==> config.mk <==
export PLATFORM = sky130hd
export DESIGN_NAME = imm_encoder
export DESIGN_NICKNAME = d
export VERILOG_FILES = /design/src/rtl/riscv_imm_pkg.sv /design/src/rtl/imm_range_check.sv /design/src/rtl/imm_encoder.sv
export SDC_FILE = /design/constraint.sdc
export NUM_CORES = 1
export LEC_CHECK = 0
export CAP_MARGIN = 40
export CORE_ASPECT_RATIO = 1.25
export CORE_MARGIN = 2
export CORE_UTILIZATION = 51
export CTS_CLUSTER_SIZE = 20
export DETAILED_ROUTE_END_ITERATION = 10
export GPL_TIMING_DRIVEN = 0
export PLACE_DENSITY = 0.86
export SLEW_MARGIN = 20
export SYNTH_ARGS = -nofsm -noshare
export SYNTH_HDL_FRONTEND = slang
export SYNTH_HIERARCHICAL = 1
export SYNTH_SLANG_ARGS = --single-unit
==> constraint.sdc <==
create_clock -name clk -period 7.9 [get_ports clk]
set_clock_uncertainty 0.05 [all_clocks]
set_input_delay 0.79 -clock clk [delete_from_list [all_inputs] [get_ports clk]]
set_output_delay 0.79 -clock clk [all_outputs]
set_load 0.01 [all_outputs]
==> src/rtl/riscv_imm_pkg.sv <==
// riscv_imm_pkg: opcodes, format/error enums and field packing shared by the immediate encoder
package riscv_imm_pkg;
  localparam logic [6:0] OP_IMM    = 7'b0010011;
  localparam logic [6:0] OP_LOAD   = 7'b0000011;
  localparam logic [6:0] OP_STORE  = 7'b0100011;
  localparam logic [6:0] OP_BRANCH = 7'b1100011;
  localparam logic [6:0] OP_JALR   = 7'b1100111;
  localparam logic [6:0] OP_LUI    = 7'b0110111;
  localparam logic [6:0] OP_JAL    = 7'b1101111;
  localparam logic [31:0] NOP      = 32'h0000_0013;

  typedef enum logic [2:0] {FMT_I, FMT_S, FMT_SB, FMT_U, FMT_UJ, FMT_BAD} imm_fmt_e;
  typedef enum logic [1:0] {ERR_OK, ERR_RANGE, ERR_ALIGN, ERR_OPCODE} imm_err_e;

  // jalr with a nonzero funct3 is not a legal jalr, so it is packed as a branch
  function automatic imm_fmt_e fmt_of(input logic [6:0] op, input logic [2:0] f3);
    return (op == OP_IMM || op == OP_LOAD) ? FMT_I :
           op == OP_JALR   ? (f3 == 3'd0 ? FMT_I : FMT_SB) :
           op == OP_STORE  ? FMT_S :
           op == OP_BRANCH ? FMT_SB :
           op == OP_LUI    ? FMT_U :
           op == OP_JAL    ? FMT_UJ : FMT_BAD;
  endfunction

  function automatic logic [31:0] pack(input imm_fmt_e fmt, input logic [6:0] op,
                                       input logic [4:0] rd, input logic [4:0] rs1,
                                       input logic [4:0] rs2, input logic [2:0] f3,
                                       input logic [31:0] imm);
    return fmt == FMT_I  ? {imm[11:0], rs1, f3, rd, op} :
           fmt == FMT_S  ? {imm[11:5], rs2, rs1, f3, imm[4:0], op} :
           fmt == FMT_SB ? {imm[12], imm[10:5], rs2, rs1, f3, imm[4:1], imm[11], op} :
           fmt == FMT_U  ? {imm[31:12], rd, op} :
           fmt == FMT_UJ ? {imm[20], imm[10:1], imm[11], imm[19:12], rd, op} : NOP;
  endfunction
endpackage

==> src/rtl/imm_range_check.sv <==
// imm_range_check: classifies a sign-extended immediate as ok / misaligned / out of range for its format
module imm_range_check
  import riscv_imm_pkg::*;
#(
  parameter int XLEN = 64
) (
  input  imm_fmt_e         fmt_i,
  input  logic [XLEN-1:0]  imm_i,
  output imm_err_e         err_o
);
  logic align_bad, range_bad;

  // true when every bit from b upward equals bit b, i.e. the value is representable in b+1 signed bits
  function automatic logic fits(input logic [XLEN-1:0] v, input int b);
    logic [XLEN-1:0] t;
    t = $signed(v) >>> b;
    return t == '0 || t == '1;
  endfunction

  // low-bit granularity counts as alignment, which wins over range
  always_comb begin
    align_bad = (fmt_i == FMT_SB || fmt_i == FMT_UJ) ? imm_i[0] :
                fmt_i == FMT_U ? |imm_i[11:0] : 1'b0;
    range_bad = (fmt_i == FMT_I || fmt_i == FMT_S) ? !fits(imm_i, 11) :
                fmt_i == FMT_SB ? !fits(imm_i, 12) :
                fmt_i == FMT_UJ ? !fits(imm_i, 20) :
                fmt_i == FMT_U  ? !fits(imm_i, 31) : 1'b0;
    err_o = fmt_i == FMT_BAD ? ERR_OPCODE : align_bad ? ERR_ALIGN : range_bad ? ERR_RANGE : ERR_OK;
  end
endmodule

==> src/rtl/imm_encoder.sv <==
// imm_encoder: two-stage valid/ready packer of immediates into RV64 instruction words (optional IMM_ENC_SELFCHECK_EN re-decode)
module imm_encoder
  import riscv_imm_pkg::*;
#(
  parameter int XLEN      = 64,
  parameter int ERR_CNT_W = 16
) (
  input  logic                 clk,
  input  logic                 reset,
  input  logic                 in_valid,
  output logic                 in_ready,
  input  logic [6:0]           in_opcode,
  input  logic [4:0]           in_rd,
  input  logic [4:0]           in_rs1,
  input  logic [4:0]           in_rs2,
  input  logic [2:0]           in_funct3,
  input  logic [6:0]           in_funct7,
  input  logic [XLEN-1:0]      in_imm,
  output logic                 out_valid,
  input  logic                 out_ready,
  output logic [31:0]          out_inst,
  output logic [1:0]           out_err,
  output logic [ERR_CNT_W-1:0] err_count,
  output logic                 out_mismatch
);
  logic            s1_v_q, s1_v_d, s2_v_q, s2_v_d, s1_can, s2_load;
  logic [6:0]      s1_op_q;
  logic [4:0]      s1_rd_q, s1_rs1_q, s1_rs2_q;
  logic [2:0]      s1_f3_q;
  logic [XLEN-1:0] s1_imm_q;
  imm_fmt_e        s1_fmt_q, fmt_in;
  imm_err_e        s1_err_q, err_in;
  logic [31:0]     packed_w, s2_inst_q, s2_inst_d;
  logic [1:0]      s2_err_q, s2_err_d;
  logic [ERR_CNT_W-1:0] cnt_q, cnt_d;
  logic            unused_bits;

  assign fmt_in = fmt_of(in_opcode, in_funct3);
  assign unused_bits = ^{in_funct7, s1_imm_q[XLEN-1:32]};

  imm_range_check #(.XLEN(XLEN)) u_range (
    .fmt_i (fmt_in),
    .imm_i (in_imm),
    .err_o (err_in)
  );

  // handshake and next-state: each stage loads when empty or draining this cycle; reset blocks handshakes
  always_comb begin
    s2_load   = !s2_v_q || out_ready;
    s1_can    = !s1_v_q || s2_load;
    in_ready  = !reset && s1_can;
    out_valid = !reset && s2_v_q;
    s1_v_d    = s1_can ? in_valid : s1_v_q;
    s2_v_d    = s2_load ? s1_v_q : s2_v_q;
    packed_w  = pack(s1_fmt_q, s1_op_q, s1_rd_q, s1_rs1_q, s1_rs2_q, s1_f3_q, s1_imm_q[31:0]);
    s2_inst_d = (s2_load && s1_v_q) ? (s1_err_q == ERR_OK ? packed_w : NOP) : s2_inst_q;
    s2_err_d  = (s2_load && s1_v_q) ? s1_err_q : s2_err_q;
    cnt_d     = (out_valid && out_ready && s2_err_q != 2'd0 && cnt_q != '1) ? cnt_q + ERR_CNT_W'(1) : cnt_q;
  end

  // stage1 payload capture; no reset needed since s1_v_q qualifies it
  always_ff @(posedge clk) begin
    if (s1_can) begin
      s1_op_q  <= in_opcode;
      s1_rd_q  <= in_rd;
      s1_rs1_q <= in_rs1;
      s1_rs2_q <= in_rs2;
      s1_f3_q  <= in_funct3;
      s1_imm_q <= in_imm;
      s1_fmt_q <= fmt_in;
      s1_err_q <= err_in;
    end
  end

  // valids, stage2 result and error counter
  always_ff @(posedge clk) begin
    if (reset) begin
      s1_v_q    <= 1'b0;
      s2_v_q    <= 1'b0;
      s2_inst_q <= NOP;
      s2_err_q  <= 2'd0;
      cnt_q     <= '0;
    end else begin
      s1_v_q    <= s1_v_d;
      s2_v_q    <= s2_v_d;
      s2_inst_q <= s2_inst_d;
      s2_err_q  <= s2_err_d;
      cnt_q     <= cnt_d;
    end
  end

  assign out_inst  = s2_inst_q;
  assign out_err   = s2_err_q;
  assign err_count = cnt_q;

`ifdef IMM_ENC_SELFCHECK_EN
  logic s2_mis_q, s2_mis_d;

  function automatic logic [XLEN-1:0] redecode(input imm_fmt_e f, input logic [31:0] w);
    return f == FMT_I  ? {{(XLEN-12){w[31]}}, w[31:20]} :
           f == FMT_S  ? {{(XLEN-12){w[31]}}, w[31:25], w[11:7]} :
           f == FMT_SB ? {{(XLEN-13){w[31]}}, w[31], w[7], w[30:25], w[11:8], 1'b0} :
           f == FMT_U  ? {{(XLEN-32){w[31]}}, w[31:12], 12'b0} :
           f == FMT_UJ ? {{(XLEN-21){w[31]}}, w[31], w[19:12], w[20], w[30:21], 1'b0} : '0;
  endfunction

  // flag packed words whose decoded immediate differs from the request, only for error-free results
  always_comb begin
    s2_mis_d = (s2_load && s1_v_q) ? (s1_err_q == ERR_OK && redecode(s1_fmt_q, packed_w) != s1_imm_q) : s2_mis_q;
  end

  // mismatch flag travels with the stage2 result
  always_ff @(posedge clk) begin
    if (reset) s2_mis_q <= 1'b0;
    else       s2_mis_q <= s2_mis_d;
  end

  assign out_mismatch = s2_mis_q;
`else
  assign out_mismatch = 1'b0;
`endif
endmodule

==> results of run 1 <==
routing by layer:
| metal | GRT usage [%] | up-vias | wire (µm) |
|---|---|---|---|
| met5 | 0 | - | 0 |
| met4 | 12.8 | 0 | 433 |
| met3 | 7.48 | 45 | 1040 |
| met2 | 49.5 | 254 | 7780 |
| met1 | 30.6 | 2220 | 5360 |
| li1 | - | 2161 | - |
critical path, stage by stage:
cell and delay (ps):
clkdlybuf4s50_1 500, nor2b_1 500, a21oi_1 160, clkdlybuf4s50_1 510
cells in the final DEF (no fill, tap or decap), types with 12 or more instances in the layout:
cell type,instances
a22oi_1,24
edfxtp_1,62
nor4_1,15
mux2i_1,15
clkdlybuf4s50_1,143
nand4_1,19
nor2b_1,23
nor2_1,61
o21ai_0,14
clkbuf_1,14
o22ai_1,12
a21oi_1,34
clkbuf_16,20
nand2_1,22
dfxtp_1,52
final timing paths:
kind,from,end,slack (ps),depth (start not counted)
hold reg to reg,out_inst[24],out_inst[24],410,2
setup / recovery,out_ready,in_ready,4600,4
hold / removal,out_inst[24],out_inst[24],410,2
setup reg to reg,s2_v_q,out_inst[21],5870,5
final cells by class:
type / count / area (µm²) / share of cell area [%]
clock buffers: 27 / 597 / 8.07
multi-input cells: 338 / 2100 / 28.4
plain buffers: 24 / 105 / 1.42
repair buffers: 144 / 1460 / 19.7
flip-flops and latches: 114 / 2900 / 39.2
inverters: 5 / 18.8 / 0.254
clock inverters: 5 / 53.8 / 0.727
well taps: 126 / 158 / 2.13
cells by family (layout without fill, tap and decap cells):
| kind of cell | after synthesis | in the layout |
|---|---|---|
| AOI/OAI and AO/OA | 119 | 119 |
| buffers and inverters | 29 | 205 |
| xor gates and xnor gates | 10 | 10 |
| DFF | 114 | 114 |
| and+or+nand+nor | 191 | 191 |
| other | 1 | 1 |
| muxes | 16 | 16 |
| adders and majority gates | 1 | 1 |
through the flow:
stage	cells	hold WS [ps]	worst slack (ps)
finish	783	411	4600
global route	783	451	4510
CTS	783	410	4610
detailed placement	751	402	4490
global placement	750	403	3830
floorplan	481	388	4960
registers in the layout (all words and copies together), names as in the netlist, 5 cells and up:
| register | count |
|---|---|
| err_count | 16 |
| out_inst | 32 |
| s1_imm_q | 32 |
| s1_op_q | 7 |
| s1_rd_q | 5 |
| s1_rs1_q | 5 |
| s1_rs2_q | 5 |
power by group:
| part | internal [mW] | leakage (nW) | total (mW) | switching (mW) |
|---|---|---|---|---|
| sequential | 0.646 | 1.07 | 0.658 | 0.0121 |
| clock | 0.547 | 0.323 | 0.808 | 0.261 |
| combinational | 0.0607 | 1.24 | 0.110 | 0.0491 |
==> out/summary.txt, run 1 <==
top-area cell type share of the netlist area: 36.3%
number of synthesized flops with an enable pin: 62
Syn Nets: 582
Max-cap violations: 0
max_slew headroom: 54.4%
first-pass GRT wire length: 22900 µm
GRT overflow: 0
critical path required time: 7060 ps
Final ANT Viol Nets: 0
Post-Synth XOR/XNOR Area: 1.71%
Root Buffer: clkbuf_16
Die Y: 116 µm
CTS Hold Buffers Added: 0
CP Capture Type: output port
die area: 10900 µm²
Area after DPL: 6750 µm²
n_diodes: 0
sequential-to-total area share from yosys stat: 56.7%
Tightest Pin Transition: 684 ps
post-synthesis simple-gate area fraction: 20.3%
Max Slew Vio Count: 0
mux cell area share after synthesis: 3.15%
Syn Inst Count: 481
drc violations: 0
Core Area: 9710 µm²
fillers: 623
largest family of logic cells by synthesized area: simple AND/OR/NAND/NOR gates
postcts setup bufs: 0
most frequent cell after synthesis: edfxtp_1
# rows: 40
CTS Buf Count: 17
num ports: 153
peak supply drop: 0.127 mV
Final Hold Viols: 0
CP arrival: 2460 ps
Ys Warns: 6
Post-Synth Adder-Cell Area: 0.244%
PwrDens: 213 nW/µm²
Reg clk slew, reported paths: 50 ps
buffer depth of the longest clock path: 2
crit start category: primary input
worst min path class: flop to flop
Die W: 93.6 µm
RSZ-0062 raised after global routing: no
drt total wl: 14600 µm
Post-Synthesis Cell Area: 5120 µm²
Total Power: 1.58 mW
Max Freq: 303 MHz
GPL Wtd Cong: 0.832
share of layout cells above drive strength 1: 8.22%
Top FF cell, synth: edfxtp_1
Period minus WS final: 3300 ps
Design Area, Final: 7400 µm²
pin count of the biggest net entering global routing: 59
Leak: 2.63 nW
Final Core Density: 76.2%
period utilization: 41.8%
starting density of the core: 52.8%
initial antenna violation count: 0
vias in the first global route: 4648
routed vias/inst: 5.98
top cells by area, synth: edfxtp_1, dfxtp_1, nor2_1, a22oi_1, a21oi_1
CTS Sinks: 114
asr flop ratio synth: 0%
port bufs: 143
endpoints failing setup: 0
status: completed
Final nets: 745
mean post-synth cell area: 10.6 µm²
routed len/inst: 18.7 µm
H-Tree Level Count: 4
complex-gate fraction of the synthesized area: 15.4%
Distinct cells, synth: 50
#FFs+latches synth: 114
Iteration-0 DRC Markers: 331
cts repair resizes: 0
TritonCTS clock tree: yes
Post-DP HPWL: 10400 µm
WS Path Type: primary input to output port
Clock Latency Late Sink: 420 ps
Total GRT Usage: 27.7%
Pre-antenna DRT Iters: 6
via count: 4680
area grow syn2layout: 44.4%
ranking of synthesized cells by instance count: edfxtp_1, nor2_1, dfxtp_1
maximum fanout along the worst path: 5
total negative slack: 0 ps
biggest area consumer among synthesized cells: edfxtp_1
Note: power is estimated with default switching activity, not from simulation.
==> inputs of run 2 (changes only) <==
--- a/config.mk
+++ b/config.mk
@@ -8,11 +8,11 @@
 export CAP_MARGIN = 40
 export CORE_ASPECT_RATIO = 1.25
 export CORE_MARGIN = 2
-export CORE_UTILIZATION = 51
+export CORE_UTILIZATION = 47
 export CTS_CLUSTER_SIZE = 20
 export DETAILED_ROUTE_END_ITERATION = 10
 export GPL_TIMING_DRIVEN = 0
-export PLACE_DENSITY = 0.86
+export PLACE_DENSITY = 0.8
 export SLEW_MARGIN = 20
 export SYNTH_ARGS = -nofsm -noshare
 export SYNTH_HDL_FRONTEND = slang
==> constraint.sdc (replaced) <==
create_clock -name clk -period 3.3 [get_ports clk]
set_clock_uncertainty 0.05 [all_clocks]
set_input_delay 0.33 -clock clk [delete_from_list [all_inputs] [get_ports clk]]
set_output_delay 0.33 -clock clk [all_outputs]
set_load 0.01 [all_outputs]
==> out/summary.txt, run 2 (same netlist as run 1, synthesis figures left out) <==
sw frac: 21.8% (was 20.5%)
n_diodes: 0 (unchanged)
die area: 11800 µm² (was 10900 µm²)
routed len/inst: 17.5 µm (was 18.7 µm)
num ports: 153 (unchanged)
vias in the first global route: 4586 (was 4648)
area grow syn2layout: 42.4% (was 44.4%)
WP buf/inv: 2 (unchanged)
final worst slack: 667 ps (was 4600 ps)
Post-DP HPWL: 10200 µm (was 10400 µm)
Combinational Power Share: 7.5% (was 7.0%)
initial antenna violation count: 0 (unchanged)
Final Hold Viols: 0 (unchanged)
via count: 4616 (was 4680)
share of layout cells above drive strength 1: 7.76% (was 8.22%)
Psw: 0.760 mW (was 0.322 mW)
cts repair resizes: 0 (unchanged)
worst hold start: reset (was out_inst[24])
max_slew headroom: 56.2% (was 54.4%)
Max Slew Vio Count: 0 (unchanged)
Final ANT Viol Nets: 0 (unchanged)
RSZ-0062 raised after global routing: no (unchanged)
Leak: 2.58 nW (was 2.63 nW)
Root Buffer: clkbuf_16 (unchanged)
Period minus WS final: 2630 ps
CTS Sinks: 114 (unchanged)
Placement Setup Slack: 401 ps (was 4490 ps)
CP max stage cell: clkdlybuf4s50_1 (unchanged)
Tightest Pin Transition: 656 ps (was 684 ps)
Iteration-0 DRC Markers: 362 (was 331)
Die Y: 121 µm (was 116 µm)
starting density of the core: 48.3% (was 52.8%)
crit path from: in_opcode[2] (was out_ready)
clock network power share: 47.4% (was 51.3%)
Reg clk slew, reported paths: 50 ps (about the same)
Die W: 97.4 µm (was 93.6 µm)
drc violations: 0 (unchanged)
CP top delay family: compound AO/OA/AOI/OAI gates (was buffers and inverters)
H-Tree Level Count: 4 (unchanged)
WS Path Type: primary input to flop (was primary input to output port)
GPL Wtd Cong: 0.803 (was 0.832)
internal power: 2.73 mW (was 1.25 mW)
GRT overflow: 0 (unchanged)
first-pass GRT wire length: 21900 µm (was 22900 µm)
drt total wl: 13800 µm (was 14600 µm)
Total GRT Usage: 23.5% (was 27.7%)
most frequent cells in the layout: clkdlybuf4s50_1, edfxtp_1, nor2_1 (unchanged)
crit-path cells: clkdlybuf4s50_1 > inv_1 > o41ai_1 > o21ai_0 > and3_1 > or2_0 > a41o_1 > nor3b_1 > o21ai_0 > o31ai_1 (was clkdlybuf4s50_1 > nor2b_1 > a21oi_1 > clkdlybuf4s50_1)
hold_ws: 211 ps (was 411 ps)
Worst R2R Start: s1_fmt_q[2] (was s2_v_q)
CP arrival: 2800 ps (was 2460 ps)
status: completed (unchanged)
CP Capture Type: flop (was output port)
postcts setup bufs: 0 (unchanged)
buffer depth of the longest clock path: 2 (unchanged)
Pre-antenna DRT Iters: 5 (was 6)
crit start category: primary input (unchanged)
PwrDens: 478 nW/µm² (was 213 nW/µm²)
maximum fanout along the worst path: 8 (was 5)
CTS Buf Count: 17 (unchanged)
routed vias/inst: 5.85 (was 5.98)
Clock Latency Late Sink: 410 ps (was 420 ps)
most frequent CP cell: o21ai_0 (was clkdlybuf4s50_1)
Reg power frac: 45.1% (was 41.7%)
Core Area: 10600 µm² (was 9710 µm²)
period utilization: 79.8%
# rows: 42 (was 40)
Max Freq: 380 MHz
commonest non-fill, non-tap cell in the layout: clkdlybuf4s50_1 (unchanged)
CTS Hold Buffers Added: 0 (unchanged)
port bufs: 143 (unchanged)
TritonCTS clock tree: yes (unchanged)
Final nets: 745 (unchanged)
critical path required time: 3470 ps (was 7060 ps)
endpoints failing setup: 0 (unchanged)
Final Core Density: 68.7% (was 76.2%)
worst min path class: primary input to flop (was flop to flop)
Max-cap violations: 0 (unchanged)
CP peak stage delay: 560 ps (was 510 ps)
peak supply drop: 0.325 mV (was 0.127 mV)
pin count of the biggest net entering global routing: 52 (was 59)
run 2: changes by cell type in the layout (fill, tap and decap cells not counted), sizes merged:
cell	delta
clkbuf	-5
clkinv	+5
inv	+2
bufinv	-1
clkinvlp	-1
run 2: power groups by stage:
stage	Sequential (mW)	Clock, mW	Combinational [mW]
6_report	1.57	1.65	0.261
5_1_grt	1.58	1.73	0.279
4_1_cts	1.57	1.67	0.259
3_5_place_dp	1.60	0	0.256
3_3_place_gp	1.60	0	0.248
2_1_floorplan	1.59	0	0.0912
run 2: per-layer routing:
metal  global-route usage [%]  vias to the layer above  share of wire, %
met5                        0                        -                 0
met4                     10.6                        0               2.2
met2                     42.8                      223                52
met1                     25.6                     2201                39
met3                     6.07                       25               6.4
li1                         -                     2167                 -
run 2: final cells by class:
cell class,instances,area [µm²]
Sequential cell,114,2900
Timing Repair Buffer,144,1460
Inverter,5,18.8
Clock buffer,22,487
Multi-Input combinational cell,338,2100
Tap cell,132,165
Clock inverter,10,53.8
Fill cell,802,3320
Buffer,24,105
run 2: path summary, 6_finish.rpt:
check | to | slack [ps] | cells after the start
worst min-delay path | out_inst[0] | 210 | 2
worst min register to register | out_inst[23] | 420 | 2
worst max register to register | out_inst[11] | 1380 | 7
worst max-delay path | s1_err_q[0] | 670 | 10
run 2: per-stage QoR:
stage / total power, mW / instance area (µm²) / setup TNS [ps] / instances
2_1_floorplan: 1.68 / 5120 / 0 / 481
3_3_place_gp: 1.85 / 6720 / -17860 / 756
3_5_place_dp: 1.86 / 6750 / 0 / 757
4_1_cts: 3.50 / 7290 / 0 / 789
5_1_grt: 3.58 / 7290 / 0 / 789
6_report: 3.49 / 7290 / 0 / 789
